$ cat config.mk
export PLATFORM = sky130hd
export DESIGN_NAME = arithmetic_engine_pipe
export DESIGN_NICKNAME = d
export VERILOG_FILES = /design/src/rtl/arithmetic_engine_pipe.sv
export SDC_FILE = /design/constraint.sdc
export NUM_CORES = 1
export LEC_CHECK = 0
export CORE_ASPECT_RATIO = 0.7
export CORE_MARGIN = 2
export CORE_UTILIZATION = 53
export DETAILED_ROUTE_END_ITERATION = 12
export PLACE_DENSITY = 0.79
export RECOVER_POWER = 100
export SYNTH_ARGS = -nofsm -noshare
export SYNTH_HDL_FRONTEND = slang
export SYNTH_SLANG_ARGS = --single-unit
$ cat constraint.sdc
create_clock -name clk -period 5.3 [get_ports clk]
set_clock_uncertainty 0.1 [all_clocks]
set_input_delay 0.795 -clock clk [delete_from_list [all_inputs] [get_ports clk]]
set_output_delay 0.795 -clock clk [all_outputs]
set_load 0.01 [all_outputs]
$ cat src/rtl/arithmetic_engine_pipe.sv
// Arithmetic/logic engine with a valid/ready handshake on both sides.
// Logic ops, ADD, SUB and the illegal opcode finish in one cycle; MUL iterates one shift-add step per clock.
module arithmetic_engine_pipe #(
   parameter int WIDTH = 8
) (
   input  logic             clk,
   input  logic             rst,
   input  logic             in_valid,
   output logic             in_ready,
   input  logic [WIDTH-1:0] A,
   input  logic [WIDTH-1:0] B,
   input  logic [2:0]       opcode,
   output logic             out_valid,
   input  logic             out_ready,
   output logic [WIDTH-1:0] result,
   output logic [3:0]       flags,
   output logic             err
);

   localparam int CW = (WIDTH > 1) ? $clog2(WIDTH) : 1;

   typedef enum logic [1:0] {IDLE, BUSY, DONE} state_t;

   state_t state, state_next;

   logic             accept;
   logic             mul_last;
   logic [2*WIDTH-1:0] mcand;
   logic [2*WIDTH-1:0] acc;
   logic [2*WIDTH-1:0] acc_step;
   logic [WIDTH-1:0] mplier;
   logic [CW-1:0]    step_cnt;

   logic [WIDTH:0]   sum;
   logic [WIDTH:0]   diff;
   logic [WIDTH-1:0] alu_result;
   logic             alu_carry;
   logic             alu_ovf;
   logic             alu_err;

   // A slot opens when idle, or when the held result is retired this same edge.
   assign in_ready = !rst && ((state == IDLE) || ((state == DONE) && out_ready));
   assign accept   = in_valid && in_ready;
   assign mul_last = (state == BUSY) && (step_cnt == CW'(WIDTH - 1));
   assign acc_step = mplier[0] ? (acc + mcand) : acc;

   always_ff @(posedge clk or posedge rst) begin
      if (rst) state <= IDLE;
      else     state <= state_next;
   end

   always_comb begin
      state_next = state;
      case (state)
         IDLE: if (accept) state_next = (opcode == 3'd6) ? BUSY : DONE;
         BUSY: if (mul_last) state_next = DONE;
         DONE: begin
            if (out_ready) begin
               if (accept) state_next = (opcode == 3'd6) ? BUSY : DONE;
               else        state_next = IDLE;
            end
         end
         default: state_next = IDLE;
      endcase
   end

   // Single-cycle datapath; the borrow of SUB falls out as the extra sum bit.
   always_comb begin
      sum        = {1'b0, A} + {1'b0, B};
      diff       = {1'b0, A} - {1'b0, B};
      alu_result = '0;
      alu_carry  = 1'b0;
      alu_ovf    = 1'b0;
      alu_err    = 1'b0;
      case (opcode)
         3'd0: alu_result = A | B;
         3'd1: alu_result = ~(A & B);
         3'd2: alu_result = ~(A | B);
         3'd3: alu_result = A & B;
         3'd4: begin
            alu_result = sum[WIDTH-1:0];
            alu_carry  = sum[WIDTH];
            alu_ovf    = (A[WIDTH-1] == B[WIDTH-1]) && (sum[WIDTH-1] != A[WIDTH-1]);
         end
         3'd5: begin
            alu_result = diff[WIDTH-1:0];
            alu_carry  = diff[WIDTH];
            alu_ovf    = (A[WIDTH-1] != B[WIDTH-1]) && (diff[WIDTH-1] != A[WIDTH-1]);
         end
         3'd7:    alu_err = 1'b1;
         default: alu_err = 1'b0;
      endcase
   end

   always_ff @(posedge clk or posedge rst) begin
      if (rst) begin
         out_valid <= 1'b0;
         result    <= '0;
         flags     <= '0;
         err       <= 1'b0;
         mcand     <= '0;
         acc       <= '0;
         mplier    <= '0;
         step_cnt  <= '0;
      end else if (accept) begin
         if (opcode == 3'd6) begin
            mcand     <= {{WIDTH{1'b0}}, A};
            mplier    <= B;
            acc       <= '0;
            step_cnt  <= '0;
            out_valid <= 1'b0;
         end else begin
            result    <= alu_result;
            flags     <= {alu_carry, alu_ovf, alu_result[WIDTH-1], (alu_result == '0)};
            err       <= alu_err;
            out_valid <= 1'b1;
         end
      end else if (state == BUSY) begin
         acc      <= acc_step;
         mcand    <= mcand << 1;
         mplier   <= mplier >> 1;
         step_cnt <= step_cnt + CW'(1);
         if (mul_last) begin
            result    <= acc_step[WIDTH-1:0];
            flags     <= {(|acc_step[2*WIDTH-1:WIDTH]), 1'b0, acc_step[WIDTH-1],
                          (acc_step[WIDTH-1:0] == '0)};
            err       <= 1'b0;
            out_valid <= 1'b1;
         end
      end else if ((state == DONE) && out_ready) begin
         out_valid <= 1'b0;
      end
   end

endmodule

* Word level (Yosys, flattened, before mapping)
Cells that the tools add are included.
** Cells by class
- $add $sub $neg :: 4
- Equal/unequal tests :: 20
- Muxes and demuxes :: 40
- Bitwise operators :: 4
- Reduce and logical (&&, ||, !) cells :: 20
** Operator list (count)
- $mux 16 :: 7
- $mux 8 :: 7
- $pmux 8 s6 :: 1
- $add 16x16->16 :: 1
- $logic_not 8->1 :: 2
- $mux 4 :: 4
- $not 8->8 :: 2
- $eq 3x3->1 const B :: 5
- $mux 1 :: 10
- $mux 2 :: 5
- $add 8x8->9 :: 1
- $mux 3 :: 3
- $sub 8x8->9 :: 1
- $and 8x8->8 :: 1
- $ne 2x2->1 const B :: 4
- $or 8x8->8 :: 1
- $reduce_or 8->1 :: 1
- $eq 3x2->1 const B :: 2
- $logic_and 1x1->1 :: 6
- $pmux 2 s3 :: 1
- $reduce_and 3->1 :: 2
- $pmux 1 s2 :: 2
- $reduce_and 2->1 :: 2
- $reduce_bool 2->1 :: 2
- other kinds (13) :: 15
** Word-level totals
- Bits in registers :: 59
- Input port bits :: 23
- Output and inout bits :: 15
- Logic and storage cells :: 97

* Longest topological paths before layout
Gate-level depths: netlist of the first run.
- Word-level depth :: 8
- Gate-level depth with buffers :: 11
- Gate-level depth less buffers :: 11

* Worst setup path after synthesis of the first run
Ideal clock, no wire load.
- Path type :: input port to flip-flop
- Start point :: input A[1]
- End point :: register flags[0]
- Setup time :: 0.095 ns
- Arrival :: 3.099 ns
- Data required time :: 5.105 ns
- Slack :: 2.006 ns
- Cell stages on the path :: 10
- Path buffers :: 0
- Cells stage by stage :: inv_1 ha_1 a21o_1 a21o_1 a21o_2 a2111oi_1 or3_4 mux2_4 or3_1 o31ai_1
** On the way
- Word-level cells in the longest chain between the ends :: 6
- Elaborated cells on any way between the ends :: 10
- Those cells by class :: add/sub (2); mux (3); bitwise (4); reduce/logical (1)
** Ends and longest elaborated chain
- from (decl) :: RTL line 10 : input logic [WIDTH-1:0] A,
- parallel branches: the longest is 2 deep, another holds $sub 8x8->9
- $pmux 8 s6 * :: RTL line 75 : case (opcode)
- $logic_not 8->1 * :: RTL line 114 : flags <= {alu_carry, alu_ovf, alu_result[WIDTH-1], (alu_result == '0)};
- $mux 4 * :: RTL line 106 : if (opcode == 3'd6) begin
- $mux 4 * :: RTL line 105 : end else if (accept) begin
- to (signal assigned) :: RTL line 114
- to (signal assigned) :: RTL line 125 : flags <= {(|acc_step[2*WIDTH-1:WIDTH]), 1'b0, acc_step[WIDTH-1],
- to (decl) :: RTL line 16 : output logic [3:0] flags,
Mark *: on every way between the ends. The select of a mux whose other input is x is not followed.
A chain may end at the register's enable or synchronous reset.

* Final worst setup path of the first run
- Start point :: input out_ready
- End point :: register acc[8]
** On the way
- Word-level cells in the longest chain between the ends :: 6
- Elaborated cells on any way between the ends :: 8
- Those cells by class :: eq/ne (1); mux (1); reduce/logical (6)
** Ends and longest elaborated chain
- from (decl) :: RTL line 14 : input logic out_ready,
- $logic_and 1x1->1 * :: RTL line 42 : assign in_ready = !rst && ((state == IDLE) || ((state == DONE) && out_ready));
- $logic_or 1x1->1 * :: RTL line 42
- $logic_and 1x1->1 * :: RTL line 42
- $logic_and 1x1->1 * :: RTL line 43 : assign accept = in_valid && in_ready;
- $ne 2x1->1 (no line) / $reduce_bool 2->1 (equally long branches)
- $reduce_and 2->1 (no line)
- to (signal assigned) :: RTL line 119 : acc <= acc_step;
- to (decl) :: RTL line 29 : logic [2*WIDTH-1:0] acc;
Every way passes the cells marked *; elsewhere a longest branch is shown, timed or not.

==> results of run 1 <==
==> power by group through the flow <==
stage                     clock network, W  registers (W)  logic (W)
after floorplan                          0       0.000749    0.00103
after global placement                   0       0.000767    0.00137
after detailed placement                 0       0.000777    0.00140
after CTS                         0.000672       0.000773    0.00141
after global routing              0.000693       0.000797    0.00158
final                             0.000663       0.000772    0.00142
==> logic make-up after synthesis <==
kind of cell	after synthesis	synth area share (%)
buffers and inverters	49	4.30
and+or+nand+nor	182	18.2
muxes	20	4.60
adders and majority gates	44	12.7
AOI/OAI and AO/OA	162	23.5
DFF	58	32.2
xor gates and xnor gates	23	4.47
==> through the flow <==
step | hold WS, ns | cell area, sq um | total power [W] | setup slack, ns | utilization, %
after detailed placement | 0.373 | 4960 | 0.00218 | 1.19 | 59.2
after global placement | 0.363 | 4960 | 0.00214 | 1.23 | 59.2
after CTS | 0.384 | 5300 | 0.00286 | 1.53 | 63.2
after global routing | 0.395 | 5280 | 0.00307 | 0.697 | 63.1
final | 0.368 | 5280 | 0.00285 | 1.22 | 63.1
after floorplan | 0.368 | 4510 | 0.00178 | 2.01 | -
==> cells in the mapped netlist (all sizes together) (2+ instances only) <==
cell type | n | area, sq um
nand2 | 90 | 338
dfrtp | 58 | 1450
ha | 41 | 513
nor2 | 41 | 154
o21ai | 40 | 200
a21oi | 30 | 150
inv | 22 | 82.6
clkbuf | 18 | 67.6
mux2i | 17 | 170
xnor2 | 16 | 140
a31oi | 15 | 93.8
o22ai | 12 | 75.1
nor3 | 11 | 66.3
a21o | 10 | 76.3
a211oi | 8 | 60.1
buf | 7 | 36.3
xor2 | 7 | 61.3
nor2b | 6 | 37.5
o21bai | 6 | 45.0
nand2b | 5 | 31.3
nand3 | 5 | 25.0
o211ai | 5 | 37.5
a22o | 4 | 35.0
and2 | 4 | 25.0
o31ai | 4 | 30.0
a2111oi | 3 | 40.0
a211o | 3 | 26.3
fa | 3 | 60.1
mux2 | 3 | 37.5
nor4 | 3 | 18.8
o221ai | 3 | 26.3
or2 | 3 | 18.8
or3 | 3 | 23.8
a21boi | 2 | 15.0
a221oi | 2 | 17.5
a32o | 2 | 20.0
a32oi | 2 | 17.5
and4 | 2 | 17.5
clkinv | 2 | 7.51
nand3b | 2 | 15.0
nand4 | 2 | 12.5
nor3b | 2 | 15.0
o21a | 2 | 15.0
o22a | 2 | 17.5
==> sequential cells by signal, indices dropped and copies added, names as in the netlist <==
signal	cells
step_cnt	3
flags	4
err	1
state	2
out_valid	1
acc	16
mplier	8
mcand	16
result	7
==> final timing paths <==
| check | startpoint | end | slack [ns] | depth (start not counted) |
|---|---|---|---|---|
| max | out_ready | acc[8]$_DFFE_PP0P_ | 1.22 | 10 |
| min | result[2]$_DFFE_PP0P_ | result[2]$_DFFE_PP0P_ | 0.37 | 2 |
| max reg2reg | state[1]$_DFFE_PP0P_ | acc[8]$_DFFE_PP0P_ | 1.82 | 9 |
| min reg2reg | result[2]$_DFFE_PP0P_ | result[2]$_DFFE_PP0P_ | 0.37 | 2 |
| max in group asynchronous | rst | flags[1]$_DFFE_PP0P_ | 1.38 | 3 |
| min in group asynchronous | rst | result[4]$_DFFE_PP0P_ | 1.91 | 3 |
==> critical path, stage by stage <==
cell and delay [ns]:
sky130_fd_sc_hd__dlygate4sd3_1 0.53, sky130_fd_sc_hd__nand2b_1 0.13, sky130_fd_sc_hd__nor3b_1 0.31, sky130_fd_sc_hd__nand2_1 0.09, sky130_fd_sc_hd__clkbuf_1 0.54, sky130_fd_sc_hd__nor3_4 0.33
sky130_fd_sc_hd__buf_4 0.32, sky130_fd_sc_hd__or2_2 0.50, sky130_fd_sc_hd__o21ai_0 0.32, sky130_fd_sc_hd__a22o_1 0.31
==> layer usage <==
| layer | share of wire (%) | global-route usage, % |
|---|---|---|
| met1 | 48 | 39.3 |
| met2 | 42 | 39.8 |
| met3 | 8.1 | 5.45 |
| met4 | 1.4 | 8.54 |
| met5 | 0 | 0 |
==> layout make-up <==
| type | instances | area (sq um) | share of cell area, % |
|---|---|---|---|
| inverters | 24 | 90.1 | 1.71 |
| multi-input cells | 431 | 2860 | 54.1 |
| well taps | 105 | 131 | 2.49 |
| clock inverters | 6 | 105 | 1.99 |
| repair buffers | 44 | 415 | 7.86 |
| flip-flops and latches | 58 | 1450 | 27.5 |
| clock buffers | 10 | 229 | 4.33 |
==> results.txt, run 1 <==
The flow ran to the end, but the final reports show violations. The final reports fail on max-capacitance violations, max-slew violations. STA classifies the critical path endpoint as a flop.

The starting DRC count in detailed routing is 317. The H-tree level count is 3. The path type of the worst min-delay path is reg -> reg.

The share of async-settable or async-resettable flops after synthesis is 100%. After detailed routing, the average wire length per cell comes to between 15 and 20 um. Leaving out fill and tap cells, the most frequent cells in the layout are sky130_fd_sc_hd__nand2_1, sky130_fd_sc_hd__dfrtp_1, sky130_fd_sc_hd__nor2_1, sky130_fd_sc_hd__ha_1, sky130_fd_sc_hd__o21ai_0. Setup repair after global routing left no endpoint under its margin. The largest net degree at the start of global routing came out at 59.

The final-report hold violation count is 0. The global-route wire length before repair came out at slightly below 20000 um. The number of nets in the synthesized netlist came out at ~600. The warning count from the yosys run came out at 0. The minimum clock period after layout is a little over 4 ns. The core area came out at between 8000 and 9000 sq um. The worst path uses between 70% and 80% of the clock period. The die area came out at a little over 9000 sq um. The worst-case clock buffer depth is 2. The relative contribution of combinational cells to total power came out at around half.

Data arrives at the worst endpoint at ~4.2 ns. The total negative setup slack is 0 ns. The count of non-filler cells in the finished layout is 678.

Data on the critical path is required at its endpoint by around 5.4 ns. The sum of net half-perimeters after detailed placement came out at a little under 9000 um. TritonCTS built the clock tree. The instance count of the mapped netlist came out at 538. After detailed routing, the number of remaining DRC violations is 0. Dividing the detail-routed via count by the number of cells gives between 6 and 7. The y dimension of the die came out at 81.2 um. The initial antenna violation count is 0.

Buffers inserted to repair hold after CTS numbered 0. In this run, post-CTS repair resized a total of 0 instances. The number of storage elements in the synthesis netlist is just under 60. The register area share after synthesis is approximately a third. The post-synthesis cell area is about 4500 sq um. The starting density of the core came out at 53.9%. The total number of placement rows is 28. The count of input and output buffers is 37. The number of max-slew violations in the final report came out at a little under 60.

The transition at the pin with the smallest max-transition slack came out at ~3.2 ns. For this design the static power due to leakage is about 2.5 nW. The routability-driven placement congestion ratio is 0.956. By startpoint and endpoint, the worst setup path is classified as in -> reg. Among all flip-flop cells after synthesis, the most frequent one is sky130_fd_sc_hd__dfrtp_1.

The worst setup path is launched from a primary input. The setup violation total in the final timing report came out at 0. The total global routing overflow came out at 0.

The final-layout fill cell count is around 730. The routed wire length is about 12000 um. The top-level I/O count is 38. The maximum fanout encountered on the critical timing path came out at 29. The sequential fraction of design power is a little over a quarter. Timing would allow up to between 0.2 and 0.25 GHz. Compared with the post-synthesis result, the final layout area differs by 17.1%. The cell sitting at the root of the clock tree is a sky130_fd_sc_hd__clkbuf_16. The number of clock buffers added by TritonCTS is 9. The total power divided by cell area came out at about 540 nW/um^2. The number of synthesized flops with an enable pin came out at 0. The post-route netlist has 5.58% of its cells at a drive strength greater than 1.

The insertion delay to the later sink of the worst-skew pair came out at 0.34 ns. The register clock-pin slew on the reported worst setup and hold paths came out at roughly 0.05 ns. The net switching power of the design is ~0.0012 W.

The worst ir drop on vdd is 0.243 mV. The number of clock sinks came out at 58. The die span in x is around 110 um.

The count of buffers added by post-CTS timing repair for setup is 0. The switching power share of the total came out at between 40% and 50%. The first-pass iteration count of the detailed router is 5.

The number of antenna repair diodes came out at 0. The average size of a mapped cell came out at 8.38 sq um. The instance count after placement with tap cells included came out at roughly 660. The antenna violation net count after detailed routing is 0. The count of vias placed by the detailed router is about 4000.

The share of power burned in the clock network is around a quarter. The number of distinct library cells after synthesis came out at 62. The design internal power came out at 0.00167 W. Headroom to the max-slew limit came out at -110%. The global-route total usage across every layer came out at 26.8%.

Max-cap violations in this run came to 1. The number of nets in the finished design came out at ~640. The library cell used most frequently in the layout, excluding fill and tap cells, is sky130_fd_sc_hd__nand2_1. The via count of the first global-routing pass is between 3000 and 4000.
(Power assumes the default switching activity.)
==> run 2: changes to the inputs <==
==> constraint.sdc (replaced) <==
create_clock -name clk -period 4 [get_ports clk]
set_clock_uncertainty 0.1 [all_clocks]
set_input_delay 0.6 -clock clk [delete_from_list [all_inputs] [get_ports clk]]
set_output_delay 0.6 -clock clk [all_outputs]
set_load 0.01 [all_outputs]
==> results.txt, run 2 (synthesis results as in run 1) <==
The relative contribution of combinational cells to total power is 52.2% (was 49.7%). The via density per instance is 6.13 (was 6.03). The fmax is ~0.28 GHz.

The worst hold path endpoint is result[3]$_DFFE_PP0P_ (was result[2]$_DFFE_PP0P_). The most common cell after layout, fill and taps aside is sky130_fd_sc_hd__nand2_1 (unchanged). The die span in x came out at 114 um (unchanged).

The share of power burned in the clock network is 19.4% (was 23.3%). The routed wire length came out at 11900 um (was 11600 um). The final period utilization is 89.9%.

The final worst setup slack was 0.403 ns (was 1.22 ns). The startpoint of the worst hold path is result[3]$_DFFE_PP0P_ (was result[2]$_DFFE_PP0P_). The global-route layer with the greatest usage is met2 (unchanged).

Setup repair after global routing missed its margin: no (unchanged). The sequential fraction of design power is 28.3% (was 27.1%). The core area came out at 8370 sq um (unchanged).

The total global routing overflow came out at 0 (unchanged). The number of instances resized during post-cts repair is 0 (unchanged). The largest net degree at the start of global routing came out at 32 (was 59). The end of the worst register-to-register path is flags[3]$_DFFE_PP0P_ (was acc[8]$_DFFE_PP0P_). The clock tree from TritonCTS is done (unchanged).

The insertion delay to the later sink of the worst-skew pair is 0.33 ns (was 0.34 ns). The count of vias placed by the detailed router is 4183 (was 4087). The DRC violations left is 0 (unchanged). The worst max-slew margin expressed relative to the limit came out at -3.64% (was -110%).

The number of max-slew violations in the final report came to 29 (was 59). The global-route total usage across every layer came out at 27.2% (was 26.8%). The area added between synthesis and finish is 16.3% (was 17.1%). The worst-case clock buffer depth came out at 2 (unchanged). The setup violation total in the final timing report is 0 (unchanged). The switching power share of the total came out at 43.4% (was 41.3%).

The minimum clock period after layout came out at 3.60 ns. The die area was 9280 sq um (unchanged). The startpoint of the worst-slack reg-to-reg timing path is mcand[1]$_DFFE_PP0P_ (was state[1]$_DFFE_PP0P_).

Leading registers by flop count: acc (16), mcand (16), mplier (8) (unchanged). The placement-stage worst setup slack was 0.139 ns (was 1.19 ns). The per-cell routed wire length is 17.5 um (was 17.1 um).

The count of input and output buffers came out at 37 (unchanged). The final-layout fill cell count is 732 (was 725). The total number of placement rows is 28 (unchanged). The total negative setup slack came out at 0 ns (unchanged). Status: finished with violations (unchanged). The total of max-cap violations is 1 (unchanged). The final cell utilization of the core is 62.6% (was 63.1%). The number of buffers added by the clock tree synthesis step is 9 (unchanged). The hold-critical path depth came out at 1 (was 2). The routability-driven placement congestion ratio came to 0.944 (was 0.956). The top-level I/O count is 38 (unchanged). The arrival time reported for the critical path endpoint came to 3.73 ns (was 4.19 ns). Failing checks: max-capacitance violations, max-slew violations (unchanged). The leakage power came out at 2.45 nW (was 2.47 nW). The initial antenna violation count is 0 (unchanged). The clock tree root driver cell is sky130_fd_sc_hd__clkbuf_16 (unchanged).

The number of antenna repair diodes is 0 (unchanged). The met3 track utilization from global routing is 7.61% (was 5.45%). The final-report hold violation count is 0 (unchanged).

The first-pass iteration count of the detailed router came out at 4 (was 5). The design internal power came out at 0.00204 W (was 0.00167 W). The hold buffer count at cts is 0 (unchanged). The met2 capacity usage during global routing was 39.4% (was 39.8%). The global-route wire length before repair came out at 19500 um (was 19300 um).

The number of nets in the finished design came out at 639 (was 635). The register clock-pin slew on the reported worst setup and hold paths was 0.05 ns (about the same). The worst-case register-to-register setup slack came out at 0.89 ns (was 1.82 ns). The via count of the first global-routing pass came out at 3872 (was 3839). The starting DRC count in detailed routing came to 365 (was 317). The share of cells above drive strength 1 is 5.72% (was 5.58%). The transition at the pin with the smallest max-transition slack came out at 1.55 ns (was 3.16 ns). The start-to-end type of the worst setup path is in -> reg (unchanged). The nature of the critical path startpoint is a primary input (unchanged). The cell count of the worst reg-to-reg path is 9 (unchanged). The number of clock sinks came out at 58 (unchanged).

The sum of net half-perimeters after detailed placement is 8970 um (was 8720 um). The total power divided by cell area came out at 688 nW/um^2 (was 540 nW/um^2). The required time at the worst-slack endpoint was 4.13 ns (was 5.41 ns). The antenna violation net count after detailed routing came out at 0 (unchanged).

The starting density of the core came out at 53.9% (unchanged). The count of buffers added by post-CTS timing repair for setup is 0 (unchanged). The path type of the worst min-delay path is reg -> reg (unchanged). The maximum fanout encountered on the critical timing path is 2 (was 29). Commonest cells after routing, fill and taps aside: sky130_fd_sc_hd__nand2_1, sky130_fd_sc_hd__dfrtp_1, sky130_fd_sc_hd__nor2_1, sky130_fd_sc_hd__ha_1, sky130_fd_sc_hd__o21ai_0 (unchanged). The H-tree level count is 3 (unchanged).

The y dimension of the die was 81.2 um (unchanged). The kind of capture point of the worst setup path is a flop (unchanged). The worst ir drop on vdd is 0.315 mV (was 0.243 mV). The fraction of met1 tracks used by global routing was 39.2% (was 39.3%).

The net switching power of the design is 0.00157 W (was 0.00118 W).
## run 2: worst max-delay path, stage by stage
cell and delay, ns:
sky130_fd_sc_hd__clkdlybuf4s50_1 0.48, sky130_fd_sc_hd__inv_1 0.09, sky130_fd_sc_hd__ha_1 0.32, sky130_fd_sc_hd__a21o_1 0.16, sky130_fd_sc_hd__a21o_1 0.20, sky130_fd_sc_hd__a21o_2 0.24
sky130_fd_sc_hd__a2111oi_0 0.45, sky130_fd_sc_hd__or3_2 0.25, sky130_fd_sc_hd__mux2_4 0.31, sky130_fd_sc_hd__or3_1 0.36, sky130_fd_sc_hd__o31ai_1 0.27
## run 2: power by group through the flow
stage | logic (W) | clock network (W) | registers [W]
floorplan | 0.00136 | 0 | 0.000993
global route | 0.00209 | 0.000744 | 0.00105
detailed placement | 0.00186 | 0 | 0.00103
finish | 0.00188 | 0.000702 | 0.00102
CTS | 0.00188 | 0.000710 | 0.00102
global placement | 0.00182 | 0 | 0.00101
## run 2: routing by layer
metal / wire length [um] / vias up / part of all wire, %
li1: - / 1989 / -
met1: 5780 / 1992 / 48
met2: 4930 / 179 / 41
met3: 1010 / 23 / 8.4
met4: 212 / 0 / 1.8
met5: 0 / - / 0
## run 2: per-stage QoR
stage                     power [W]  cell area, sq um  hold slack, ns  std cells
final                       0.00361              5240           0.370        682
after global routing        0.00389              5240           0.386        682
after CTS                   0.00361              5260           0.379        682
after detailed placement    0.00289              4990           0.367        666
after global placement      0.00283              4990           0.362        666
after floorplan             0.00235              4510           0.368        538
## run 2: worst max-delay path by stage
stage	startpoint	end	slack [ns]	cells past startpoint
after CTS	A[1]	flags[0]$_DFFE_PP0P_	0.46	11
after global placement	A[1]	flags[0]$_DFFE_PP0P_	0.26	11
after detailed placement	A[1]	flags[0]$_DFFE_PP0P_	0.14	11
final	A[1]	flags[0]$_DFFE_PP0P_	0.40	11
after floorplan	A[1]	flags[0]$_DFFE_PP0P_	0.90	10
after global routing	rst	mplier[5]$_DFFE_PP0P_	0.21	3
## run 2: layout make-up
type | instances | area (sq um) | area share (%)
multi-input cells | 431 | 2860 | 54.5
flip-flops and latches | 58 | 1450 | 27.7
repair buffers | 48 | 438 | 8.35
clock buffers | 11 | 243 | 4.63
well taps | 105 | 131 | 2.51
inverters | 24 | 90.1 | 1.72
clock inverters | 5 | 30.0 | 0.573
==> run 3: changes to the inputs <==
==> constraint.sdc (replaced) <==
create_clock -name clk -period 3.5 [get_ports clk]
set_clock_uncertainty 0.1 [all_clocks]
set_input_delay 0.525 -clock clk [delete_from_list [all_inputs] [get_ports clk]]
set_output_delay 0.525 -clock clk [all_outputs]
set_load 0.01 [all_outputs]
==> results.txt, run 3 (synthesis results as in run 1) <==
The required time at the worst-slack endpoint is 3.64 ns (was 4.13 ns). The most common cell after layout, fill and taps aside was sky130_fd_sc_hd__nand2_1 (unchanged). The starting density of the core came out at 53.9% (unchanged). The worst-case clock buffer depth came to 2 (unchanged). The total global routing overflow came to 0 (unchanged). The global-route wire length before repair came to 19400 um (was 19500 um). The initial antenna violation count is 0 (unchanged). The worst ir drop on vdd is 0.393 mV (was 0.315 mV). The via density per instance is 6.07 (was 6.13). The nature of the critical path startpoint is a primary input (unchanged). The routability-driven placement congestion ratio is 0.951 (was 0.944).

The startpoint of the worst-slack reg-to-reg timing path is mcand[0]$_DFFE_PP0P_ (was mcand[1]$_DFFE_PP0P_). The maximum fanout encountered on the critical timing path was 2 (unchanged). The final period utilization came out at 96.4%. The y dimension of the die came out at 81.2 um (unchanged). The placement-stage worst setup slack is -0.174 ns (was 0.139 ns). Leading registers by flop count: acc (16), mcand (16), mplier (8) (unchanged). The clock tree from TritonCTS is done (unchanged). The clock tree root driver cell was sky130_fd_sc_hd__clkbuf_16 (unchanged). The count of vias placed by the detailed router was 4217 (was 4183).

The worst max-slew margin expressed relative to the limit is 9.80% (was -3.64%). The total of max-cap violations is 0 (was 1). The startpoint of the worst hold path is result[3]$_DFFE_PP0P_ (unchanged). The leakage power was 2.53 nW (was 2.45 nW).

The DRC violations left is 0 (unchanged). The sequential fraction of design power was 28.3% (about the same). The final worst setup slack is 0.127 ns (was 0.403 ns). The share of power burned in the clock network came out at 18.9% (was 19.4%). Status: finished, final reports clean (was finished with violations). Setup repair after global routing missed its margin: no (unchanged). The count of input and output buffers came out at 37 (unchanged). The largest net degree at the start of global routing came to 36 (was 32).

The fmax is about 0.30 GHz. The number of nets in the finished design came to 654 (was 639). Crit-path cells: clkdlybuf4s50_1 -> inv_1 -> ha_1 -> a21o_1 -> a21o_1 -> a21o_2 -> a2111oi_2 -> or3_1 -> mux2_4 -> or3_1 -> o31ai_1 (was clkdlybuf4s50_1 -> inv_1 -> ha_1 -> a21o_1 -> a21o_1 -> a21o_2 -> a2111oi_0 -> or3_2 -> mux2_4 -> or3_1 -> o31ai_1). The count of buffers added by post-CTS timing repair for setup was 0 (unchanged).

The critical path's largest stage delay is 0.48 ns (about the same). The arrival time reported for the critical path endpoint came out at 3.52 ns (was 3.73 ns). The instance count after placement with tap cells included came to 681 (was 666). The hold buffer count at cts is 0 (unchanged). The starting DRC count in detailed routing came out at 325 (was 365). The count of non-filler cells in the finished layout is 695 (was 682). The routed wire length was 11800 um (was 11900 um). The total power divided by cell area came to 770 nW/um^2 (was 688 nW/um^2). The area added between synthesis and finish came to 18.6% (was 16.3%). The relative contribution of combinational cells to total power is 52.8% (was 52.2%). The die area is 9280 sq um (unchanged). The per-cell routed wire length is 17.0 um (was 17.5 um).

The H-tree level count is 3 (unchanged). The net switching power of the design is 0.00177 W (was 0.00157 W). The antenna violation net count after detailed routing is 0 (unchanged).

The switching power share of the total is 43.1% (was 43.4%). The number of clock sinks was 58 (unchanged). The total power of the final layout is 0.00412 W (was 0.00361 W). The kind of capture point of the worst setup path is a flop (unchanged). The post-route worst hold slack came out at 0.372 ns (was 0.370 ns). The final cell utilization of the core came to 63.9% (was 62.6%). The number of antenna repair diodes came out at 0 (unchanged). The top-level I/O count was 38 (unchanged).

The share of cells above drive strength 1 came out at 7.97% (was 5.72%). The die span in x is 114 um (unchanged). The transition at the pin with the smallest max-transition slack is 1.35 ns (was 1.55 ns). The design internal power came out at 0.00235 W (was 0.00204 W). The critical path's slowest cell is sky130_fd_sc_hd__clkdlybuf4s50_1 (unchanged). The register clock-pin slew on the reported worst setup and hold paths is 0.05 ns (about the same). The sum of net half-perimeters after detailed placement came out at 8920 um (was 8970 um). The insertion delay to the later sink of the worst-skew pair came out at 0.33 ns (about the same). The global-route total usage across every layer is 26.8% (was 27.2%). The number of buffers added by the clock tree synthesis step came out at 9 (unchanged).

The first-pass iteration count of the detailed router is 5 (was 4). The final-report hold violation count was 0 (unchanged). The first element of the critical path is A[1] (unchanged).

The number of max-slew violations in the final report came out at 0 (was 29). The worst path in the final design needs a cycle of roughly 3.4 ns, including I/O delays and setup. The via count of the first global-routing pass is 3870 (was 3872).

The start-to-end type of the worst setup path is in -> reg (unchanged). The path type of the worst min-delay path was reg -> reg (unchanged). Commonest cells after routing, fill and taps aside: sky130_fd_sc_hd__nand2_1, sky130_fd_sc_hd__dfrtp_1, sky130_fd_sc_hd__nor2_1, sky130_fd_sc_hd__ha_1, sky130_fd_sc_hd__o21ai_0 (unchanged). The core area is 8370 sq um (unchanged). The setup violation total in the final timing report came out at 0 (unchanged). The total number of placement rows is 28 (unchanged).
run 3: final cells by class:
class                      count  area [sq um]
fill                         687          3020
multi-input combinational    431          2850
sequential                    58          1450
timing repair buffer          63           562
clock buffer                  11           243
tap                          105           131
inverter                      24          90.1
clock inverter                 3          17.5
run 3: worst paths after layout:
path / endpoint / slack [ns] / depth (start not counted)
worst min register to register: result[3]$_DFFE_PP0P_ / 0.37 / 1
worst min-delay path: result[3]$_DFFE_PP0P_ / 0.37 / 1
worst max-delay path: flags[0]$_DFFE_PP0P_ / 0.13 / 11
min in group asynchronous: flags[3]$_DFFE_PP0P_ / 0.89 / 2
max in group asynchronous: acc[0]$_DFFE_PP0P_ / 0.53 / 3
worst max register to register: flags[3]$_DFFE_PP0P_ / 0.42 / 10
run 3: worst max-delay path: cells and delay by family:
family / cells / cell delay [ns]
AO/OA/AOI/OAI: 5 / 1.21
AND/OR/NAND/NOR: 2 / 0.59
buffers and inverters: 2 / 0.55
adder cells (fa/ha/maj): 1 / 0.32
multiplexers: 1 / 0.31
run 3: what timing repair did:
| item | CTS | global route |
|---|---|---|
| endpoints found under the hold margin | 0 | 0 |
| resized for setup | 0 | 1 |
| setup endpoints to repair | 0 | 1 |
run 3: routing by layer:
metal	up-vias	part of all wire, %	global-route usage [%]
met5	-	0	0
met4	0	1.5	8.29
met3	20	7.9	4.33
met2	165	42	40.2
met1	2006	48	39.8
li1	2026	-	-
run 3: power groups by stage:
| stage | Combinational (W) | Clock, W | Sequential, W |
|---|---|---|---|
| 2_1_floorplan | 0.00155 | 0 | 0.00113 |
| 3_3_place_gp | 0.00209 | 0 | 0.00116 |
| 3_5_place_dp | 0.00215 | 0 | 0.00117 |
| 4_1_cts | 0.00217 | 0.000790 | 0.00116 |
| 5_1_grt | 0.00241 | 0.000817 | 0.00120 |
| 6_report | 0.00217 | 0.000780 | 0.00116 |
run 3: through the flow:
stage | TNS (ns) | area [sq um]
floorplan | 0 | 4510
global placement | -0.129 | 5120
detailed placement | -0.221 | 5120
CTS | 0 | 5380
global route | 0 | 5350
finish | 0 | 5350
